File: src/rtl/alu_ctrl_pkg.sv
// Shared constants for the ALU control unit: aluop classes, R-type func codes,
// ALU operation codes and the multiply/divide sequencer state encoding.
package alu_ctrl_pkg;

  localparam logic [1:0] ALUOP_ADD   = 2'b00;
  localparam logic [1:0] ALUOP_SUB   = 2'b01;
  localparam logic [1:0] ALUOP_RTYPE = 2'b10;
  localparam logic [1:0] ALUOP_IMM   = 2'b11;

  localparam logic [5:0] FUNC_ADD   = 6'b100000;
  localparam logic [5:0] FUNC_SUB   = 6'b100010;
  localparam logic [5:0] FUNC_AND   = 6'b100100;
  localparam logic [5:0] FUNC_OR    = 6'b100101;
  localparam logic [5:0] FUNC_SLT   = 6'b101010;
  localparam logic [5:0] FUNC_NOR   = 6'b100111;
  localparam logic [5:0] FUNC_SLL   = 6'b000000;
  localparam logic [5:0] FUNC_SRL   = 6'b000010;
  localparam logic [5:0] FUNC_MULT  = 6'b011000;
  localparam logic [5:0] FUNC_MULTU = 6'b011001;
  localparam logic [5:0] FUNC_DIV   = 6'b011010;
  localparam logic [5:0] FUNC_DIVU  = 6'b011011;

  localparam logic [3:0] ALU_AND = 4'b0000;
  localparam logic [3:0] ALU_OR  = 4'b0001;
  localparam logic [3:0] ALU_ADD = 4'b0010;
  localparam logic [3:0] ALU_SUB = 4'b0110;
  localparam logic [3:0] ALU_SLT = 4'b0111;
  localparam logic [3:0] ALU_IMM = 4'b1000;
  localparam logic [3:0] ALU_SLL = 4'b1001;
  localparam logic [3:0] ALU_SRL = 4'b1010;
  localparam logic [3:0] ALU_NOR = 4'b1100;
  localparam logic [3:0] ALU_ILL = 4'b1111;
  // The ALU itself idles while the MULT/DIV unit owns the operation.
  localparam logic [3:0] ALU_MD  = 4'b0000;

  typedef enum logic [1:0] {
    IDLE = 2'd0,
    MUL  = 2'd1,
    DIV  = 2'd2,
    DONE = 2'd3
  } md_state_t;

  function automatic int cnt_width(input int a, input int b);
    return $clog2((a > b) ? a : b) + 1;
  endfunction

endpackage

File: src/rtl/alu_func_decode.sv
// Pure combinational (aluop, func) decode into ALU op code, illegal flag and
// MULT/DIV classification. Every input pattern maps to a defined output.
module alu_func_decode
  import alu_ctrl_pkg::*;
#(
  parameter int ALUOP_W = 2,
  parameter int FUNC_W  = 6
) (
  input  logic [ALUOP_W-1:0] aluop,
  input  logic [FUNC_W-1:0]  func,
  output logic [3:0]         op,
  output logic               illegal,
  output logic               is_md,
  output logic               md_signed,
  output logic               md_div
);

  logic [1:0] aluop2;
  logic [5:0] func6;

  assign aluop2 = 2'(aluop);
  assign func6  = 6'(func);

  always_comb begin
    op        = ALU_ADD;
    illegal   = 1'b0;
    is_md     = 1'b0;
    md_signed = 1'b0;
    md_div    = 1'b0;
    case (aluop2)
      ALUOP_ADD: op = ALU_ADD;
      ALUOP_SUB: op = ALU_SUB;
      ALUOP_IMM: op = ALU_IMM;
      default: begin
        case (func6)
          FUNC_ADD: op = ALU_ADD;
          FUNC_SUB: op = ALU_SUB;
          FUNC_AND: op = ALU_AND;
          FUNC_OR:  op = ALU_OR;
          FUNC_SLT: op = ALU_SLT;
          FUNC_NOR: op = ALU_NOR;
          FUNC_SLL: op = ALU_SLL;
          FUNC_SRL: op = ALU_SRL;
          FUNC_MULT, FUNC_MULTU, FUNC_DIV, FUNC_DIVU: begin
            op        = ALU_MD;
            is_md     = 1'b1;
            md_signed = ~func6[0];
            md_div    = func6[1];
          end
          default: begin
            op      = ALU_ILL;
            illegal = 1'b1;
          end
        endcase
      end
    endcase
  end

endmodule

File: src/rtl/alu_control_seq.sv
// ALU control with registered decode and MULT/DIV start/busy/done sequencing.
// All outputs are registered; new work is taken only while in_ready is high.
module alu_control_seq
  import alu_ctrl_pkg::*;
#(
  parameter int ALUOP_W    = 2,
  parameter int FUNC_W     = 6,
  parameter int OP_W       = 4,
  parameter int MUL_CYCLES = 4,
  parameter int DIV_CYCLES = 32
) (
  input  logic               clk,
  input  logic               rst,
  input  logic               in_valid,
  output logic               in_ready,
  input  logic [ALUOP_W-1:0] aluop,
  input  logic [FUNC_W-1:0]  func,
  output logic [OP_W-1:0]    aluopration,
  output logic               illegal,
  output logic               md_start,
  output logic               md_signed,
  output logic               md_is_div,
  output logic               md_busy,
  output logic               md_done,
  output logic               hilo_we
);

  localparam int CNT_W = cnt_width(MUL_CYCLES, DIV_CYCLES);
  localparam logic [CNT_W-1:0] MUL_LOAD = CNT_W'(MUL_CYCLES - 1);
  localparam logic [CNT_W-1:0] DIV_LOAD = CNT_W'(DIV_CYCLES - 1);

  logic [3:0] dec_op;
  logic       dec_illegal;
  logic       dec_is_md;
  logic       dec_signed;
  logic       dec_div;

  alu_func_decode #(
    .ALUOP_W (ALUOP_W),
    .FUNC_W  (FUNC_W)
  ) u_decode (
    .aluop     (aluop),
    .func      (func),
    .op        (dec_op),
    .illegal   (dec_illegal),
    .is_md     (dec_is_md),
    .md_signed (dec_signed),
    .md_div    (dec_div)
  );

  md_state_t        state_q, state_d;
  logic [CNT_W-1:0] cnt_q, cnt_d;
  logic [OP_W-1:0]  op_q, op_d;
  logic             illegal_q, illegal_d;
  logic             in_ready_q, in_ready_d;
  logic             start_q, start_d;
  logic             signed_q, signed_d;
  logic             is_div_q, is_div_d;
  logic             busy_q, busy_d;
  logic             done_q, done_d;
  logic             accept;

  assign accept = in_valid & in_ready_q;

  always_comb begin
    state_d   = state_q;
    cnt_d     = cnt_q;
    op_d      = op_q;
    illegal_d = illegal_q;
    signed_d  = signed_q;
    is_div_d  = is_div_q;
    start_d   = 1'b0;
    case (state_q)
      IDLE: begin
        if (accept) begin
          op_d      = OP_W'(dec_op);
          illegal_d = dec_illegal;
          if (dec_is_md) begin
            state_d  = dec_div ? DIV : MUL;
            cnt_d    = dec_div ? DIV_LOAD : MUL_LOAD;
            start_d  = 1'b1;
            signed_d = dec_signed;
            is_div_d = dec_div;
          end
        end
      end
      MUL, DIV: begin
        // Counter stops at zero; the transition to DONE ends the busy window.
        if (cnt_q == '0) begin
          state_d = DONE;
        end else begin
          cnt_d = cnt_q - 1'b1;
        end
      end
      default: state_d = IDLE;
    endcase
    in_ready_d = (state_d == IDLE);
    busy_d     = (state_d == MUL) || (state_d == DIV);
    done_d     = (state_d == DONE);
  end

  always_ff @(posedge clk) begin
    if (rst) begin
      state_q    <= IDLE;
      cnt_q      <= '0;
      op_q       <= '0;
      illegal_q  <= 1'b0;
      in_ready_q <= 1'b0;
      start_q    <= 1'b0;
      signed_q   <= 1'b0;
      is_div_q   <= 1'b0;
      busy_q     <= 1'b0;
      done_q     <= 1'b0;
    end else begin
      state_q    <= state_d;
      cnt_q      <= cnt_d;
      op_q       <= op_d;
      illegal_q  <= illegal_d;
      in_ready_q <= in_ready_d;
      start_q    <= start_d;
      signed_q   <= signed_d;
      is_div_q   <= is_div_d;
      busy_q     <= busy_d;
      done_q     <= done_d;
    end
  end

  assign in_ready    = in_ready_q;
  assign aluopration = op_q;
  assign illegal     = illegal_q;
  assign md_start    = start_q;
  assign md_signed   = signed_q;
  assign md_is_div   = is_div_q;
  assign md_busy     = busy_q;
  assign md_done     = done_q;
  assign hilo_we     = done_q;

endmodule
File: config.mk
export PLATFORM = sky130hd
export DESIGN_NAME = alu_control_seq
export DESIGN_NICKNAME = d
export VERILOG_FILES = /design/src/rtl/alu_ctrl_pkg.sv /design/src/rtl/alu_func_decode.sv /design/src/rtl/alu_control_seq.sv
export SDC_FILE = /design/constraint.sdc
export NUM_CORES = 1
export LEC_CHECK = 0
export CAP_MARGIN = 20
export CORE_AREA = 2 2 54 56
export CTS_BUF_LIST = sky130_fd_sc_hd__clkbuf_16
export DETAILED_ROUTE_END_ITERATION = 8
export DIE_AREA = 0 0 56 58
export PLACE_DENSITY_LB_ADDON = 0.1
export SYNTH_ARGS = -nofsm -noshare
export SYNTH_HDL_FRONTEND = slang
export SYNTH_SLANG_ARGS = --single-unit
File: constraint.sdc
create_clock -name clk -period 2.3 [get_ports clk]
set_clock_uncertainty 0.05 [all_clocks]
set_input_delay 0.575 -clock clk [delete_from_list [all_inputs] [get_ports clk]]
set_output_delay 0.575 -clock clk [all_outputs]
set_load 0.005 [all_outputs]
==> out/qor.log <==
INFO  placement      detailed_place_hpwl=2140um
INFO  cts            clk_pin_slew=0.06ns
INFO  logic_synthesis synth_enable_flop_cells=0
INFO  final_layout   antennaDiodeCount=0
INFO  cts            max-clock-path-buffers=2
INFO  logic_synthesis ys_warn_count=0
INFO  floorplanning  coreArea=2660um2
INFO  timing         grt_setup_unrepaired=no
INFO  final_layout   final_nets=201
INFO  pwr            internal_power=1060uW
INFO  final_layout   drive_gt1_share=21.7%
INFO  cts            clock_tree.root_cell=sky130_fd_sc_hd__clkbuf_16
INFO  cts            tritoncts_num_sinks=19
INFO  floorplanning  die_area=3250um2
INFO  timing         worst_pin_slew=0.489ns
INFO  critical_path  crit_path_max_incr_delay=0.31ns
INFO  grt            grt.overflow.total=0
INFO  timing         timing.max_slew.rel_slack=67.1%
INFO  route          vias=1146
INFO  logic_synthesis ys_types=42
INFO  timing         finalCritPeriodShare=97.7%
INFO  pwr            power_density=974nW/um2
INFO  floorplanning  num_rows=19
INFO  pwr            power.net_switching=538uW
INFO  timing         final_critical_path_required_period=2.25ns
INFO  critical_path  worst-setup-path-type=input port to flip-flop
INFO  critical_path  critical-path-slowest-cell=sky130_fd_sc_hd__and4bb_4
INFO  timing         report.final.setup_viol=0
INFO  route          drc=0
INFO  worst_hold_path worst_min_path_class=flip-flop to flip-flop
INFO  critical_path  critical-path-top-delay-family=simple AND/OR/NAND/NOR gates
INFO  critical_path  timing.critical_path.required=2.39ns
INFO  grt            grt_use_total=18.9%
INFO  timing         hold_violations=0
INFO  grt            grt_first_pass_wirelength=4740um
INFO  final_layout   final_core_utilization=61.5%
INFO  timing         max_clock_freq=445MHz
INFO  flow_run       drv_cap=0
INFO  cts            cts_hold_buffers=0
INFO  floorplanning  die_x=56um
INFO  floorplanning  y_dimension_of_the_die=58um
INFO  critical_path  crit_fanout=3
INFO  grt            first_global_vias=1115
INFO  route          post_drt_via_cell_ratio=5.33
INFO  status         outcome=complete, no violations
INFO  logic_synthesis post_synth_net_total=156
INFO  cts            cts_tree=yes
INFO  pwr            static-leakage-power=0.000672uW
INFO  logic_synthesis post_synth.cell_area_avg=8.18um2
INFO  route          route.antenna.remaining_nets=0
INFO  route          finalWirelength=2750um
INFO  pwr            power_switching_share=33.8%
INFO  logic_synthesis seq_area_frac_synth=33.2%
INFO  floorplanning  initial_utilization=43.0%
INFO  worst_hold_path worst_hold_path_cell_count=2
INFO  grt            grt_max_degree=17
INFO  pwr            ir_drop=722uV
INFO  route          drt_pass1_iterations=4
INFO  route          drt_iter0_markers=17
INFO  pwr            pwr-share-seq=28.2%
INFO  pwr            combinationalPowerShare=48.5%
INFO  timing         slew_viol_final=0
INFO  pwr            clock_power_share=23.3%
INFO  critical_path  endpoint_kind=flip-flop
INFO  critical_path  worst_setup_sp_type=input port
INFO  final_layout   syn2layout_area_growth=43.0%
INFO  route          routed_wire_length_per_instance=12.8um
INFO  logic_synthesis netlist_area=1140um2
INFO  critical_path  crit_path_cell_trace=dlygate4sd2_1 -> and4bb_4 -> and4_4 -> mux2i_2 -> a21oi_2 -> or2_1 -> ha_1 -> nor2b_1
INFO  cts            h-tree-depth=1
INFO  placement      port_bufs=22
INFO  placement      gp_congestion=0.860
INFO  floorplanning  num_io_pins=23
INFO  logic_synthesis ys_async_sr_fraction=0%
INFO  placement      dp_worst_setup_slack=-0.413ns
INFO  timing         setup_ws=0.0537ns
INFO  logic_synthesis primary_flip_flop_cell_chosen_by_synthesis_mapping=sky130_fd_sc_hd__dfxtp_1
INFO  critical_path  cp.depth=8
INFO  critical_path  critical_path.n_buffers_inverters=1
INFO  critical_path  worstRegToRegCells=7
INFO  critical_path  worst_ep_arrival_time=2.34ns
INFO  logic_synthesis synth.ff_latch_count=19
INFO  grt            antenna_violations_before_repair=0
INFO  cts            numCtsBuffers=3
INFO  cts            worstSkewPairLatency=0.26ns
INFO  logic_synthesis netlist_instances=140
cells by family after synthesis:
group / share of synthesized area (%)
buffers and inverters: 6.01
multiplexers: 1.75
flip-flops: 33.2
AO/OA/AOI/OAI: 22.7
XOR/XNOR: 0.765
AND/OR/NAND/NOR: 30.1
adder cells (fa/ha/maj): 5.46
worst paths after layout:
check | slack, ns | start | to
max | 0.05 | func[2] | md_busy
min reg2reg | 0.41 | aluopration[3] | aluopration[3]
max reg2reg | 0.21 | state_q[0] | cnt_q[0]
min | 0.41 | aluopration[3] | aluopration[3]
through the flow:
stage	cells	instance area (um2)	hold WS, ns	TNS [ns]	total power [uW]
2_1_floorplan	140	1140	0.403	0	898
3_3_place_gp	209	1530	0.395	-0.828	1170
3_5_place_dp	209	1530	0.400	-1.14	1190
4_1_cts	215	1630	0.409	0	1600
5_1_grt	215	1640	0.448	0	1710
6_report	215	1640	0.406	0	1590
worst register-to-register path: stages (launching register included):
cell and delay [ns]:
sky130_fd_sc_hd__dfxtp_1 0.36, sky130_fd_sc_hd__inv_1 0.08, sky130_fd_sc_hd__ha_1 0.43, sky130_fd_sc_hd__nand3b_1 0.17, sky130_fd_sc_hd__nor4_1 0.40, sky130_fd_sc_hd__nor2_2 0.16, sky130_fd_sc_hd__and3_1 0.23, sky130_fd_sc_hd__nor3_2 0.13
registers in the layout, indices dropped and copies added, names as in the netlist:
signal / count
in_ready: 1
md_signed: 1
hilo_we: 1
md_is_div: 1
aluopration: 4
md_busy: 1
md_start: 1
cnt_q: 6
state_q: 2
illegal: 1
layout make-up:
| cell class | count | area, um2 |
|---|---|---|
| Clock inverter | 1 | 7.51 |
| Fill cell | 258 | 1030 |
| Inverter | 9 | 33.8 |
| Clock buffer | 3 | 75.1 |
| Sequential cell | 19 | 380 |
| Multi-Input combinational cell | 106 | 703 |
| Tap cell | 31 | 38.8 |
| Timing Repair Buffer | 46 | 398 |
cells in the mapped netlist, drive strengths merged, types with 2 or more instances:
cell type	count	area share [%]
nor2	13	4.5
or2	3	1.6
nand2	13	4.3
nor2b	6	3.3
a31oi	2	1.1
o21ai	13	5.7
a2bb2oi	2	1.5
dfxtp	19	33
o21a	2	1.3
nand3b	2	1.3
nor4	2	1.1
a311oi	3	2.3
clkbuf	3	0.98
a21oi	6	3.0
and3	2	1.1
inv	9	3.0
buf	3	2.1
mux2i	2	1.7
ha	5	5.5
nor3	11	5.7
nand2b	2	1.1
nand3	3	1.3
placed cells by master (no fill, tap or decap), types with 3 or more instances in the layout:
cell type	instances
sky130_fd_sc_hd__buf_4	24
sky130_fd_sc_hd__dfxtp_1	19
sky130_fd_sc_hd__clkdlybuf4s50_1	16
sky130_fd_sc_hd__o21ai_0	13
sky130_fd_sc_hd__nand2_1	13
sky130_fd_sc_hd__nor2_1	12
sky130_fd_sc_hd__inv_1	9
sky130_fd_sc_hd__nor3_1	9
sky130_fd_sc_hd__nor2b_1	6
sky130_fd_sc_hd__a21oi_1	5
sky130_fd_sc_hd__ha_1	5
sky130_fd_sc_hd__dlygate4sd2_1	4
sky130_fd_sc_hd__a311oi_1	3
sky130_fd_sc_hd__nand3_1	3
sky130_fd_sc_hd__clkbuf_16	3
metal layers:
metal / vias to the layer above / global-route usage, % / wire [um]
met4: 0 / 10.2 / 59
li1: 593 / - / -
met1: 532 / 21.2 / 1200
met3: 4 / 2.90 / 86
met5: - / 0 / 0
met2: 17 / 34.3 / 1400
power by group through the flow:
stage	combinational [uW]	sequential, uW	clock, uW
finish	773	450	371
global route	865	458	391
CTS	775	451	378
detailed placement	733	457	0
global placement	713	453	0
floorplan	447	451	0
what timing repair did:
action,in CTS,in global routing
pin swaps,4,4
buffers inserted,2,0
gates resized for setup,5,4
setup endpoints to repair,2,2
No activity file was read; power rests on OpenSTA's default activity.
